--- src/rtl/ddfs_pkg.sv ---
// Shared types and the quarter-wave table generator for the quadrature DDFS.
package ddfs_pkg;

    typedef enum logic [1:0] {
        Q0 = 2'd0,
        Q1 = 2'd1,
        Q2 = 2'd2,
        Q3 = 2'd3
    } quadrant_e;

    // Fixed-point scale is 2^30.
    localparam longint PI_FP = 64'sd3373259426;

    // Integer Taylor series keeps elaboration independent of real-math support.
    function automatic int lut_value(input int phase_w, input int out_w, input int k);
        longint x;
        longint term;
        longint sum;
        longint amp;
        x    = (PI_FP * longint'(2 * k + 1)) / (longint'(1) << phase_w);
        term = x;
        sum  = x;
        for (int n = 1; n <= 7; n++) begin
            term = (term * x) >>> 30;
            term = (term * x) >>> 30;
            term = -term / longint'((2 * n) * (2 * n + 1));
            sum  = sum + term;
        end
        amp = (longint'(1) << (out_w - 1)) - 1;
        return int'((amp * sum + (longint'(1) << 29)) >>> 30);
    endfunction

endpackage

--- src/rtl/ddfs_quarter_lut.sv ---
// Combinational quarter-wave ROM: unsigned magnitudes for the first quadrant.
module ddfs_quarter_lut
    import ddfs_pkg::*;
#(
    parameter int PHASE_W = 8,
    parameter int OUT_W   = 8
) (
    input  logic [PHASE_W-3:0] addr,
    output logic [OUT_W-2:0]   data
);

    localparam int DEPTH = 2 ** (PHASE_W - 2);

    logic [OUT_W-2:0] rom [DEPTH];

    for (genvar i = 0; i < DEPTH; i++) begin : g_rom
        localparam int ENTRY = lut_value(PHASE_W, OUT_W, i);
        assign rom[i] = ENTRY[OUT_W-2:0];
    end

    assign data = rom[addr];

endmodule

--- src/rtl/ddfs_iq_param.sv ---
// Quadrature DDFS: divided sample tick, phase accumulator with a one-deep
// config handshake, and a two-stage quarter-wave sine/cosine pipeline.
module ddfs_iq_param
    import ddfs_pkg::*;
#(
    parameter int ACC_W   = 16,
    parameter int PHASE_W = 8,
    parameter int OUT_W   = 8,
    parameter int DIV     = 521,
    parameter logic [ACC_W-1:0] FTW_INIT = {{(ACC_W-1){1'b0}}, 1'b1}
) (
    input  logic                    clk,
    input  logic                    reset,
    input  logic                    run,
    input  logic                    cfg_valid,
    output logic                    cfg_ready,
    input  logic [ACC_W-1:0]        cfg_ftw,
    input  logic [ACC_W-1:0]        cfg_phase,
    input  logic                    cfg_sync,
    output logic [PHASE_W-1:0]      phase,
    output logic signed [OUT_W-1:0] sin_out,
    output logic signed [OUT_W-1:0] cos_out,
    output logic                    out_valid
);

    localparam int CNT_W = (DIV > 1) ? $clog2(DIV) : 1;
    localparam logic [CNT_W-1:0] CNT_LAST = CNT_W'(DIV - 1);
    localparam int K_W = PHASE_W - 2;
    localparam logic [K_W-1:0] K_MAX = '1;

    logic [CNT_W-1:0]   cnt_q, cnt_d;
    logic               tick;
    logic [ACC_W-1:0]   acc_q, acc_d;
    logic [ACC_W-1:0]   ftw_q, ftw_d;
    logic               pend_valid_q, pend_valid_d;
    logic [ACC_W-1:0]   pend_ftw_q, pend_ftw_d;
    logic [ACC_W-1:0]   pend_phase_q, pend_phase_d;
    logic               pend_sync_q, pend_sync_d;
    logic [PHASE_W-1:0] phase_idx;
    logic               s1_valid_q, s1_valid_d;
    quadrant_e          s1_quad_q, s1_quad_d;
    logic [K_W-1:0]     s1_k_q, s1_k_d;
    logic [K_W-1:0]     s1_mk_q, s1_mk_d;
    logic [PHASE_W-1:0] s1_phase_q, s1_phase_d;
    logic [K_W-1:0]     sin_addr, cos_addr;
    logic [OUT_W-2:0]   sin_lut, cos_lut;
    logic signed [OUT_W-1:0] sin_mag, cos_mag;
    logic signed [OUT_W-1:0] sin_val, cos_val;
    logic               out_valid_q, out_valid_d;
    logic [PHASE_W-1:0] phase_q, phase_d;
    logic signed [OUT_W-1:0] sin_q, sin_d;
    logic signed [OUT_W-1:0] cos_q, cos_d;

    assign cfg_ready = ~pend_valid_q;

    always_comb begin
        cnt_d = cnt_q;
        tick  = 1'b0;
        if (run) begin
            if (cnt_q == CNT_LAST) begin
                cnt_d = '0;
                tick  = 1'b1;
            end else begin
                cnt_d = cnt_q + 1'b1;
            end
        end
    end

    // A capture can never meet an apply: cfg_ready is low whenever something is pending.
    always_comb begin
        acc_d        = acc_q;
        ftw_d        = ftw_q;
        pend_valid_d = pend_valid_q;
        pend_ftw_d   = pend_ftw_q;
        pend_phase_d = pend_phase_q;
        pend_sync_d  = pend_sync_q;
        if (cfg_valid && cfg_ready) begin
            pend_valid_d = 1'b1;
            pend_ftw_d   = cfg_ftw;
            pend_phase_d = cfg_phase;
            pend_sync_d  = cfg_sync;
        end
        if (tick) begin
            if (pend_valid_q) begin
                ftw_d        = pend_ftw_q;
                acc_d        = pend_sync_q ? pend_phase_q : acc_q + pend_ftw_q;
                pend_valid_d = 1'b0;
            end else begin
                acc_d = acc_q + ftw_q;
            end
        end
    end

    always_comb begin
        phase_idx  = acc_d[ACC_W-1 -: PHASE_W];
        s1_valid_d = tick;
        s1_quad_d  = s1_quad_q;
        s1_k_d     = s1_k_q;
        s1_mk_d    = s1_mk_q;
        s1_phase_d = s1_phase_q;
        if (tick) begin
            s1_quad_d  = quadrant_e'(phase_idx[PHASE_W-1 -: 2]);
            s1_k_d     = phase_idx[K_W-1:0];
            s1_mk_d    = K_MAX - phase_idx[K_W-1:0];
            s1_phase_d = phase_idx;
        end
    end

    assign sin_addr = (s1_quad_q == Q1 || s1_quad_q == Q3) ? s1_mk_q : s1_k_q;
    assign cos_addr = (s1_quad_q == Q1 || s1_quad_q == Q3) ? s1_k_q : s1_mk_q;

    ddfs_quarter_lut #(.PHASE_W(PHASE_W), .OUT_W(OUT_W)) u_sin_lut (
        .addr(sin_addr),
        .data(sin_lut)
    );

    ddfs_quarter_lut #(.PHASE_W(PHASE_W), .OUT_W(OUT_W)) u_cos_lut (
        .addr(cos_addr),
        .data(cos_lut)
    );

    assign sin_mag = {1'b0, sin_lut};
    assign cos_mag = {1'b0, cos_lut};

    always_comb begin
        sin_val = sin_mag;
        cos_val = cos_mag;
        case (s1_quad_q)
            Q0: begin
                sin_val = sin_mag;
                cos_val = cos_mag;
            end
            Q1: begin
                sin_val = sin_mag;
                cos_val = -cos_mag;
            end
            Q2: begin
                sin_val = -sin_mag;
                cos_val = -cos_mag;
            end
            default: begin
                sin_val = -sin_mag;
                cos_val = cos_mag;
            end
        endcase
        out_valid_d = s1_valid_q;
        phase_d     = s1_valid_q ? s1_phase_q : phase_q;
        sin_d       = s1_valid_q ? sin_val : sin_q;
        cos_d       = s1_valid_q ? cos_val : cos_q;
    end

    always_ff @(posedge clk) begin
        if (reset) begin
            cnt_q        <= '0;
            acc_q        <= '0;
            ftw_q        <= FTW_INIT;
            pend_valid_q <= 1'b0;
            pend_ftw_q   <= '0;
            pend_phase_q <= '0;
            pend_sync_q  <= 1'b0;
            s1_valid_q   <= 1'b0;
            s1_quad_q    <= Q0;
            s1_k_q       <= '0;
            s1_mk_q      <= '0;
            s1_phase_q   <= '0;
            out_valid_q  <= 1'b0;
            phase_q      <= '0;
            sin_q        <= '0;
            cos_q        <= '0;
        end else begin
            cnt_q        <= cnt_d;
            acc_q        <= acc_d;
            ftw_q        <= ftw_d;
            pend_valid_q <= pend_valid_d;
            pend_ftw_q   <= pend_ftw_d;
            pend_phase_q <= pend_phase_d;
            pend_sync_q  <= pend_sync_d;
            s1_valid_q   <= s1_valid_d;
            s1_quad_q    <= s1_quad_d;
            s1_k_q       <= s1_k_d;
            s1_mk_q      <= s1_mk_d;
            s1_phase_q   <= s1_phase_d;
            out_valid_q  <= out_valid_d;
            phase_q      <= phase_d;
            sin_q        <= sin_d;
            cos_q        <= cos_d;
        end
    end

    assign out_valid = out_valid_q;
    assign phase     = phase_q;
    assign sin_out   = sin_q;
    assign cos_out   = cos_q;

endmodule

--- config.mk ---
export PLATFORM = sky130hd
export DESIGN_NAME = ddfs_iq_param
export DESIGN_NICKNAME = d
export VERILOG_FILES = /design/src/rtl/ddfs_pkg.sv /design/src/rtl/ddfs_quarter_lut.sv /design/src/rtl/ddfs_iq_param.sv
export SDC_FILE = /design/constraint.sdc
export NUM_CORES = 1
export LEC_CHECK = 0
export ABC_AREA = 0
export BUFFER_PORTS_ARGS = -buffer_cell sky130_fd_sc_hd__buf_4
export CAP_MARGIN = 20
export CORE_UTILIZATION = 49
export DETAILED_ROUTE_END_ITERATION = 16
export PLACE_DENSITY = 0.75
export SLEW_MARGIN = 25
export SYNTH_ARGS = -nofsm -noshare
export SYNTH_HDL_FRONTEND = slang
export SYNTH_SLANG_ARGS = --single-unit
export TNS_END_PERCENT = 50
--- constraint.sdc ---
create_clock -name clk -period 5.1 [get_ports clk]
set_input_delay 0.255 -clock clk [delete_from_list [all_inputs] [get_ports clk]]
set_output_delay 0.255 -clock clk [all_outputs]
set_load 0.05 [all_outputs]
* Yosys cells after proc, flatten, opt, wreduce, memory -nomap -nowiden
Memory sizes are Yosys's and may differ from the RTL's.
Cells that the tools add are included.
** Word-level totals
- Output and inout bits :: 26
- Bits of input ports :: 37
- Logic and storage cells :: 57
- Register bits after elaboration :: 124
- Memories kept :: 2
- Memory bits (read-only) :: 896
** Operators by class
- Bitwise gates (word level) :: 3
- $add $sub $neg :: 6
- Equality and inequality tests :: 4
- Reductions and logical operators :: 6
- Multiplexer cells :: 17
- $lt $le $gt $ge :: 2
** Memories
- (no name shown) :: words 64, width 7, read ports 1, clocked after memory_dff 0, wr ports 0, RTL line ddfs_quarter_lut.sv:21 : assign data = rom[addr];
- (no name shown) :: words 64, width 7, read ports 1, clocked after memory_dff 0, wr ports 0, RTL line ddfs_quarter_lut.sv:21
** Operator list (count)
- $mux 16 :: 3
- $add 16x16->16 :: 2
- $mux 7 :: 4
- $mux 8 :: 2
- $neg 7->8 :: 2
- $ge 7x7->1 const B :: 2
- $not 6->7 :: 2
- $mux 6 :: 2
- $add 10x1->10 const B :: 1
- $eq 10x10->1 const B :: 1
- $mux 10 :: 1
- $sub 6x6->6 const A :: 1
- $mux 1 :: 5
- $eq 2x2->1 const B :: 2
- $reduce_or 2->1 :: 2
- $eq 2x1->1 const B :: 1
- $logic_not 2->1 :: 1
- $reduce_and 2->1 :: 1
- $logic_and 1x1->1 :: 1
- $logic_or 1x1->1 :: 1
- $not 1->1 :: 1

* Longest topological paths before layout
Gate-level depths: netlist of the first run.
- Depth in word-level cells :: 9
- Gate-level depth with buffers :: 18
- Gate-level depth less buffers :: 16

* Cells and area by module
Synthesis of the first run repeated with hierarchy kept, for this count alone.
** Unflattened totals
- Cell total of the unflattened synthesis :: 945
- Area, all modules :: 7507.2 µm²
** By module, submodules not included
- ddfs_iq_param :: seq. area each 2322.2 µm², area an instance 6347.3 µm², cells each 778, times used 1
- ddfs_quarter_lut (u_sin_lut) :: seq. area each 0.0 µm², area an instance 584.3 µm², cells each 82, times used 1
- ddfs_quarter_lut (u_cos_lut) :: seq. area each 0.0 µm², area an instance 575.6 µm², cells each 85, times used 1

* Least setup slack after synthesis of the first run
No wires, ideal clock.
- Path type :: register to register
- Start :: register s1_quad_q[0]
- End :: register cos_q[6], in the netlist cos_out[6]
- Data arrival time :: 3494 ps
- Library setup time :: 118 ps
- Path slack :: 1488 ps
- Period minus slack after synthesis :: 3612 ps
- Buffers on the path :: 2
- Required time :: 4982 ps
- Cell stages (with the launch flop) :: 18
- Path through :: dfxtp_1 > ha_1 > buf_4 > nor2_4 > buf_2 > mux2i_1 > inv_1 > ha_1 > inv_1 > nand3_1 > o32ai_1 > a211oi_1 > inv_1 > ha_1 > and2_1 > a41oi_1 > xor2_1 > o21ai_1
** Between the ends
- Longest elaborated chain between the ends :: 9
- Elaborated cells on any way between the ends :: 12
- Those cells by class :: add/sub: 1; eq/ne: 3; mux: 4; bitwise: 1; reduce/logical: 2; memory: 1
** Ends and longest elaborated chain
- start, declared :: RTL line ddfs_iq_param.sv:41 : quadrant_e s1_quad_q, s1_quad_d;
- start signal, assigned :: RTL line ddfs_iq_param.sv:179 : s1_quad_q <= s1_quad_d;
- $eq 2x1->1 or $eq 2x2->1 (tied branches) :: RTL line ddfs_iq_param.sv:110, ddfs_iq_param.sv:128
- $logic_or 1x1->1 :: RTL line ddfs_iq_param.sv:110 : assign cos_addr = (s1_quad_q == Q1 || s1_quad_q == Q3) ? s1_k_q : s1_mk_q;
- $mux 6 :: RTL line ddfs_iq_param.sv:110
- $not 6->7 (implied by the code) :: RTL line ddfs_quarter_lut.sv:21
- $mem_v2 64x7
- $mux 7 (implied by the code) (2 in a row) :: RTL line ddfs_quarter_lut.sv:21
- $neg 7->8 :: RTL line ddfs_iq_param.sv:135, ddfs_iq_param.sv:139
- $mux 8 (*)
- end signal, assigned :: RTL line ddfs_iq_param.sv:186 : cos_q <= cos_d;
- end, declared :: RTL line ddfs_iq_param.sv:52 : logic signed [OUT_W-1:0] cos_q, cos_d;
Mark *: on every way between the ends. The rest lies on a longest branch, timed or not. The select of a mux whose other input is x is not followed.
A chain may end at the register's enable or synchronous reset.

* Worst setup path after layout of the first run
- Start :: register s1_quad_q[1]
- End :: register sin_q[4], in the netlist sin_out[4]
** Between the ends
- Longest elaborated chain between the ends :: 9
- Elaborated cells on any way between the ends :: 12
- Those cells by class :: add/sub: 1; eq/ne: 2; mux: 4; bitwise: 1; reduce/logical: 3; memory: 1
** Ends and longest elaborated chain
- $eq 2x1->1 or $eq 2x2->1 (tied branches) :: RTL line ddfs_iq_param.sv:109, ddfs_iq_param.sv:128
- $logic_or 1x1->1 :: RTL line ddfs_iq_param.sv:109 : assign sin_addr = (s1_quad_q == Q1 || s1_quad_q == Q3) ? s1_mk_q : s1_k_q;
- $mux 6 :: RTL line ddfs_iq_param.sv:109
- $not 6->7 (implied by the code) :: RTL line ddfs_quarter_lut.sv:21
- $mem_v2 64x7
- $mux 7 (implied by the code) (2 in a row) :: RTL line ddfs_quarter_lut.sv:21
- $neg 7->8 :: RTL line ddfs_iq_param.sv:138, ddfs_iq_param.sv:142
- $mux 8 (*)
- end signal, assigned :: RTL line ddfs_iq_param.sv:185 : sin_q <= sin_d;
- end, declared :: RTL line ddfs_iq_param.sv:51 : logic signed [OUT_W-1:0] sin_q, sin_d;
Marks and branches as above.

==> results of run 1 <==
cell type report:
cell class | count | area, um^2
well taps | 220 | 275
fillers | 1554 | 7130
multi-input cells | 866 | 5610
inverters | 34 | 128
clock buffers | 20 | 457
flip-flops and latches | 116 | 2320
clock inverters | 12 | 154
repair buffers | 76 | 571
report_power, final:
part	switching [mW]	internal, mW	leakage (nW)	total [mW]
combinational	0.0798	0.0520	2.61	0.132
sequential	0.0133	0.924	0.940	0.937
clock	0.450	0.794	0.292	1.24
placed cells by master (no fill, tap or decap), types with 8 or more instances in the layout:
| cell type | count |
|---|---|
| sky130_fd_sc_hd__dfxtp_1 | 116 |
| sky130_fd_sc_hd__inv_1 | 32 |
| sky130_fd_sc_hd__ha_1 | 57 |
| sky130_fd_sc_hd__nand3_1 | 25 |
| sky130_fd_sc_hd__nand2_1 | 165 |
| sky130_fd_sc_hd__clkbuf_16 | 17 |
| sky130_fd_sc_hd__xor2_1 | 14 |
| sky130_fd_sc_hd__nand2b_1 | 15 |
| sky130_fd_sc_hd__mux2i_1 | 34 |
| sky130_fd_sc_hd__buf_4 | 76 |
| sky130_fd_sc_hd__nor3_1 | 44 |
| sky130_fd_sc_hd__nor2b_1 | 13 |
| sky130_fd_sc_hd__a21o_1 | 23 |
| sky130_fd_sc_hd__a31oi_1 | 14 |
| sky130_fd_sc_hd__nor2_1 | 94 |
| sky130_fd_sc_hd__o211ai_1 | 17 |
| sky130_fd_sc_hd__a211oi_1 | 26 |
| sky130_fd_sc_hd__a21oi_1 | 89 |
| sky130_fd_sc_hd__o21a_1 | 8 |
| sky130_fd_sc_hd__xnor2_1 | 15 |
| sky130_fd_sc_hd__o21ai_0 | 39 |
flip-flops by register name (all words and copies together), names as in the netlist:
signal,count
out_valid,1
ftw_q,16
s1_k_q,5
pend_ftw_q,16
s1_mk_q,6
pend_valid_q,1
s1_quad_q,2
cos_out,8
acc_q,16
pend_sync_q,1
out_valid_d,1
phase,8
s1_phase_q,1
pend_phase_q,16
cnt_q,10
sin_out,8
stage by stage:
stage | worst slack [ns] | instances
5_1_grt | 0.723 | 1344
6_report | 1.04 | 1344
2_1_floorplan | 1.49 | 1087
4_1_cts | 1.08 | 1344
3_3_place_gp | 1.29 | 1312
3_5_place_dp | 1.13 | 1312
kinds of logic (layout without fill, tap and decap cells):
family                   after synthesis  in the layout  share of synthesized area [%]
multiplexers                          41             41                           4.99
AND/OR/NAND/NOR                      422            422                           23.9
AO/OA/AOI/OAI                        315            315                           25.8
buffers and inverters                105            142                           5.66
adder cells (fa/ha/maj)               59             59                           8.97
flip-flops                           116            116                           27.7
XOR/XNOR                              29             29                           3.02
layer usage:
| layer | up-vias | track usage, % | routed length (um) |
|---|---|---|---|
| li1 | 3992 | - | - |
| met5 | - | 0 | 0 |
| met1 | 3819 | 34.0 | 10100 |
| met2 | 268 | 43.7 | 10900 |
| met3 | 50 | 4.44 | 1220 |
| met4 | 0 | 11.2 | 645 |
worst min path at each step:
| stage | slack (ns) | to | from | cells past startpoint |
|---|---|---|---|---|
| 6_report | 0.08 | pend_phase_q[3] | cfg_phase[3] | 3 |
| 5_1_grt | 0.08 | pend_ftw_q[0] | cfg_ftw[0] | 3 |
| 4_1_cts | 0.07 | pend_phase_q[3] | cfg_phase[3] | 3 |
| 3_5_place_dp | 0.45 | pend_phase_q[0] | pend_phase_q[0] | 2 |
| 3_3_place_gp | 0.44 | cos_out[3] | cos_out[3] | 2 |
| 2_1_floorplan | 0.39 | pend_phase_q[10] | cfg_phase[10] | 2 |
critical path: stages (launching register included):
cell and delay (ns):
sky130_fd_sc_hd__dfxtp_1 0.33, sky130_fd_sc_hd__inv_1 0.11, sky130_fd_sc_hd__ha_1 0.22, sky130_fd_sc_hd__buf_4 0.36, sky130_fd_sc_hd__or2_1 0.37, sky130_fd_sc_hd__mux2i_1 0.45
sky130_fd_sc_hd__inv_1 0.20, sky130_fd_sc_hd__ha_1 0.30, sky130_fd_sc_hd__a21o_1 0.21, sky130_fd_sc_hd__and3_1 0.18, sky130_fd_sc_hd__a211oi_1 0.21, sky130_fd_sc_hd__o32a_2 0.23
sky130_fd_sc_hd__ha_1 0.21, sky130_fd_sc_hd__a31oi_1 0.13, sky130_fd_sc_hd__or3_1 0.37, sky130_fd_sc_hd__o311ai_1 0.09
==> results.cfg, run 1 <==
[timing]
max_slew.worst_pin.slew_ns = 0.826
max-slew-margin-rel_pct = 45.0
timing.final.crit_period_ns = 4.06
maxClockFrequency_mhz = 247
whs_ns = 0.0830
fin_tns_setup_ns = 0
grt_setup_unrepaired = false
ratio_of_final_minimum_period_to_clock_period_pct = 79.5
finalClockSkew_ns = 0.00969
slew_violations = 0
finalHoldViolations = 0
timing.final.setup_violations = 0

[die]
initial_utilization_pct = 50.5
fp.dieW_um = 133
ioPinCount = 63
die-area_um2 = 17700
core.rowCount = 47
core_region_area_um2 = 16600
fp.dieH_um = 133

[clock_tree]
cts_root_buffer = sky130_fd_sc_hd__clkbuf_16
tritoncts = done
post_cts.repair.setup_buffers = 0
cts_buffer_depth = 2
post_cts_resize_count = 0
numCtsBuffers = 17
clk_latency_worst_skew_pair_ns = 0.42
cts.clk_slew.worst_paths_ns = 0.06
cts_stage_hold_buffer_count = 0
cts_sinks = 116
clock_tree.htree_level_count = 4

[drt]
drt_iter0_drc = 741
totalWireLength_um = 22900
route.detailed.vias_per_inst = 6.05
routedWlPerCell_um = 17.0
detailedRoute.firstPassIterationCount = 5
remaining_drc_errors = 0
routed-via-count = 8129
drtAntennaViolNets = 0

[synthesis]
synth_nets = 1183
ys_dominant_reg_cell = sky130_fd_sc_hd__dfxtp_1
yosys-top-cells-area = sky130_fd_sc_hd__dfxtp_1 28%, sky130_fd_sc_hd__ha_1 8.5%, sky130_fd_sc_hd__nand2_1 7.4%
yosysUniqueCellTypes = 96
synth_enable_flop_cells = 0
mappedNetlistArea_um2 = 8400
syn-instance-count = 1087
ys.warnings.count = 0
synth.largest_area_cell = sky130_fd_sc_hd__dfxtp_1
post-synth-top-area-fraction_pct = 27.7
ff_latch_count_synth = 116
syn_area_per_cell_um2 = 7.73
synth.most_common_cell = sky130_fd_sc_hd__nand2_1
share_of_the_yosys_chip_area_belonging_to_registers_pct = 27.7
synth.top_cells.by_count = 166 x sky130_fd_sc_hd__nand2_1, 116 x sky130_fd_sc_hd__dfxtp_1, 94 x sky130_fd_sc_hd__nor2_1
postSynth.asyncResetShare_pct = 0

[power]
powerDensity_nw_per_um2 = 243
static-leakage-power_nw = 3.84
vdd_ir_drop_max_mv = 0.220
p_total_mw = 2.31

[placement]
placed_area_um2 = 8910
portBuffers = 62
detailed_place_hpwl_um = 16100
place_congestion = 0.948

[critical_path]
worst_r2r_path_depth = 15
critical_path.startpoint_type = register
setup.worst_path.class = reg2reg
cp_required_ns = 5.42
r2r_slack_ns = 1.04
critical_register_to_register_path_startpoint = s1_quad_q[1]
startpoint = s1_quad_q[1]
crit-reg2reg-capture = sin_out[4]
worst_setup_path_endpoint = sin_out[4]
setup.worst_path.end_class = register
critPathArrivalTime_ns = 4.38
maximum_fanout_count_along_the_critical_path = 33

[finish]
fin_area_um2 = 9520
number_of_inserted_diodes = 0
design.final.nets = 1207
areaGrowthSynthToFinish_pct = 13.3
layout.core_utilization_pct = 57.2
drive_gt1_share_pct = 13.3

[run_status]
run_status = complete, no violations

[run]
cap_viol_max_count = 0

[grt]
grt_pass1_vias = 7644
grt_first_pass_wirelength_um = 37900
grt_use_total_pct = 26.5
antenna_found_initial = 0
grt_overflow = 0
grt_start_max_net_pins = 78

[min_path]
timing.hold.worst.class = in2reg
No activity file was read; power rests on OpenSTA's default activity.
==> inputs of run 2 (changes only) <==
ABC_AREA = 1   (was 0)
PLACE_DENSITY = 0.78   (was 0.75)
clock period = 3.25 ns   (was 5.1 ns; I/O delays follow)
==> run 2 against run 1 <==
- die area is 8.0% lower
- largest power group unchanged
- sequential share of layout area is 1.1 points higher
- final area is 4.2% lower
- count of clock-buffer cells in the layout rose by 1
- clock power is 64% higher
==> results.cfg, run 2 <==
[placement]
detailed_place_hpwl_um = 14600
place_congestion = 0.934
portBuffers = 62

[clock_tree]
cts.clk_slew.worst_paths_ns = 0.05
cts_root_buffer = sky130_fd_sc_hd__clkbuf_16
numCtsBuffers = 17
cts_buffer_depth = 2
clk_latency_worst_skew_pair_ns = 0.42
clock_tree.htree_level_count = 4
cts_sinks = 116
tritoncts = done
post_cts.repair.setup_buffers = 0

[grt]
grt_start_max_net_pins = 69
use_met3_pct = 5.78
grt_use_met1_pct = 31.8
grt_use_total_pct = 26.4
grt_pass1_vias = 7335
met2_usage_pct = 45.6
grt_first_pass_wirelength_um = 34400
gr-max-usage-layer = met2
grt_overflow = 0
antenna_found_initial = 0

[timing]
finalClockSkew_ns = 0.00873
ratio_of_final_minimum_period_to_clock_period_pct = 91.8
timing.final.crit_period_ns = 2.98
grt_setup_unrepaired = false
timing.final.setup_violations = 0
fin_tns_setup_ns = 0
finalHoldViolations = 0
maxClockFrequency_mhz = 335
slew_violations = 0
max_slew.worst_pin.slew_ns = 0.921
max-slew-margin-rel_pct = 38.4

[drt]
route.detailed.vias_per_inst = 5.30
detailedRoute.firstPassIterationCount = 5
drt_iter0_drc = 610
routed-via-count = 7930
drtAntennaViolNets = 0
remaining_drc_errors = 0
routedWlPerCell_um = 13.8
totalWireLength_um = 20700

[synthesis]
synth.largest_area_cell = sky130_fd_sc_hd__dfxtp_1
synth.mux.area_fraction_pct = 0
ys_dominant_reg_cell = sky130_fd_sc_hd__dfxtp_1
ff_latch_count_synth = 116
synth_compound_area_share_pct = 16.7
synthSimpleGateAreaFrac_pct = 32.9
mappedNetlistArea_um2 = 7720
synth.most_common_cell = sky130_fd_sc_hd__nand2_1
share_of_the_yosys_chip_area_belonging_to_registers_pct = 30.1
synth.top_cells.by_count = 329 x sky130_fd_sc_hd__nand2_1, 146 x sky130_fd_sc_hd__nor2_1, 125 x sky130_fd_sc_hd__o21ai_0
yosys-top-cells-area = sky130_fd_sc_hd__dfxtp_1 30%, sky130_fd_sc_hd__nand2_1 16%, sky130_fd_sc_hd__ha_1 9.2%
synth-adder-area-share_pct = 9.76
synth-xor-area-share_pct = 1.82
postSynth.asyncResetShare_pct = 0
yosysUniqueCellTypes = 42
syn-instance-count = 1206
ys.warnings.count = 0
synth_nets = 1302
post-synth-top-area-fraction_pct = 30.1
synth_top_family_by_area = simple AND/OR/NAND/NOR gates
synth_enable_flop_cells = 0
syn_area_per_cell_um2 = 6.40

[die]
core_region_area_um2 = 15300
die-area_um2 = 16300
fp.dieW_um = 127
ioPinCount = 63
core.rowCount = 45
fp.dieH_um = 127
initial_utilization_pct = 50.6

[min_path]
whs_path_depth = 3
min-delay-start = cfg_phase[2]
timing.hold.worst.class = in2reg
hold_path_end = pend_phase_q[2]

[critical_path]
startpoint = s1_quad_q[1]
setup.worst_path.end_class = register
crit-reg2reg-capture = sin_out[6]
worst_r2r_path_depth = 22
maximum_fanout_count_along_the_critical_path = 10
critPathArrivalTime_ns = 3.30
setup.worst_path.class = reg2reg
r2r_slack_ns = 0.27
critical_register_to_register_path_startpoint = s1_quad_q[1]
critical_path.startpoint_type = register
cp_required_ns = 3.56

[power]
powerDensity_nw_per_um2 = 411
vdd_ir_drop_max_mv = 0.387
p_total_mw = 3.75
static-leakage-power_nw = 4.45

[finish]
fillerInstances = 1388
layout.cells.most_common = sky130_fd_sc_hd__nand2_1
number_of_inserted_diodes = 0
mostFrequentLayoutCells = 327 x sky130_fd_sc_hd__nand2_1, 145 x sky130_fd_sc_hd__nor2_1, 125 x sky130_fd_sc_hd__o21ai_0
areaGrowthSynthToFinish_pct = 18.2
design.final.nets = 1368
drive_gt1_share_pct = 11.4

[run]
cap_viol_max_count = 0

[run_status]
run_status = complete, no violations
-- run 2: cell count changes after synthesis, sizes merged, moves of 14 or more --
cell,change
a211oi,-26
nor2b,-14
inv,+92
o21ai,+83
buf,-17
mux2i,-34
nand2,+174
nor3,-34
nand2b,-16
nor2,+55
a21o,-21
clkbuf,-14
nand3,+62
-- run 2: repair_timing --
item / 4_1_cts / 5_1_grt
endpoints found under the hold margin: 11 / 0
endpoints found under the setup margin: 0 / 2
gates resized for setup: 0 / 3
hold buffers: 11 / 0
-- run 2: cells by family after synthesis --
logic type / Yosys count
AOI/OAI and AO/OA: 240
adders and majority gates: 59
and+or+nand+nor: 608
DFF: 116
buffers and inverters: 167
xor gates and xnor gates: 16
-- run 2: metal layers --
metal | vias to the layer above | share of wire, %
li1 | 4043 | -
met3 | 33 | 5.0
met1 | 3585 | 44
met4 | 0 | 2.4
met5 | - | 0
met2 | 269 | 48
-- run 2: worst max-delay path, stage by stage (launching register included) --
cell	delay, ns
sky130_fd_sc_hd__dfxtp_1	0.31
sky130_fd_sc_hd__inv_1	0.11
sky130_fd_sc_hd__ha_1	0.26
sky130_fd_sc_hd__nor2_4	0.08
sky130_fd_sc_hd__buf_4	0.18
sky130_fd_sc_hd__nand2_1	0.06
sky130_fd_sc_hd__nand2_1	0.14
sky130_fd_sc_hd__ha_1	0.24
sky130_fd_sc_hd__inv_1	0.09
sky130_fd_sc_hd__nand3_1	0.18
sky130_fd_sc_hd__nand3_1	0.13
sky130_fd_sc_hd__nand3_1	0.08
sky130_fd_sc_hd__nand2_1	0.06
sky130_fd_sc_hd__nand2_1	0.05
sky130_fd_sc_hd__inv_1	0.14
sky130_fd_sc_hd__ha_1	0.19
sky130_fd_sc_hd__nand2_1	0.06
sky130_fd_sc_hd__nor2_2	0.12
sky130_fd_sc_hd__nand2_1	0.09
sky130_fd_sc_hd__nand3b_1	0.11
sky130_fd_sc_hd__nand3_1	0.09
sky130_fd_sc_hd__nand2_1	0.07
sky130_fd_sc_hd__inv_1	0.03
-- run 2: per-stage QoR --
stage	setup slack (ns)	util [%]	cell area, um^2	cells	hold slack (ns)
global placement	0.423	54.7	8350	1453	0.412
floorplan	0.579	-	7720	1206	0.310
global route	0.0257	59.8	9120	1496	0.0302
CTS	0.286	59.7	9110	1496	0.00215
finish	0.266	59.8	9120	1496	0.00915
detailed placement	0.329	54.7	8350	1453	0.418
-- run 2: area by class of cell --
type	instances	area, um^2	area share, %
flip-flops and latches	116	2320	25.5
multi-input cells	923	4730	51.9
inverters	127	477	5.23
repair buffers	87	681	7.46
clock inverters	11	174	1.91
well taps	211	264	2.89
clock buffers	21	470	5.16
-- run 2: how the worst max path moves through the flow --
| stage | endpoint | slack (ns) |
|---|---|---|
| 3_5_place_dp | cos_out[4] | 0.33 |
| 4_1_cts | sin_out[6] | 0.29 |
| 3_3_place_gp | sin_out[2] | 0.42 |
| 6_report | sin_out[6] | 0.27 |
| 5_1_grt | cos_out[4] | 0.03 |
| 2_1_floorplan | cos_out[2] | 0.58 |
-- run 2: where the power goes --
| group | internal [mW] | leakage [nW] | total, mW | switching (mW) |
|---|---|---|---|---|
| combinational | 0.0946 | 3.20 | 0.237 | 0.142 |
| clock | 1.35 | 0.306 | 2.03 | 0.686 |
| sequential | 1.46 | 0.942 | 1.48 | 0.0247 |
| total | 2.90 | 4.45 | 3.75 | 0.853 |
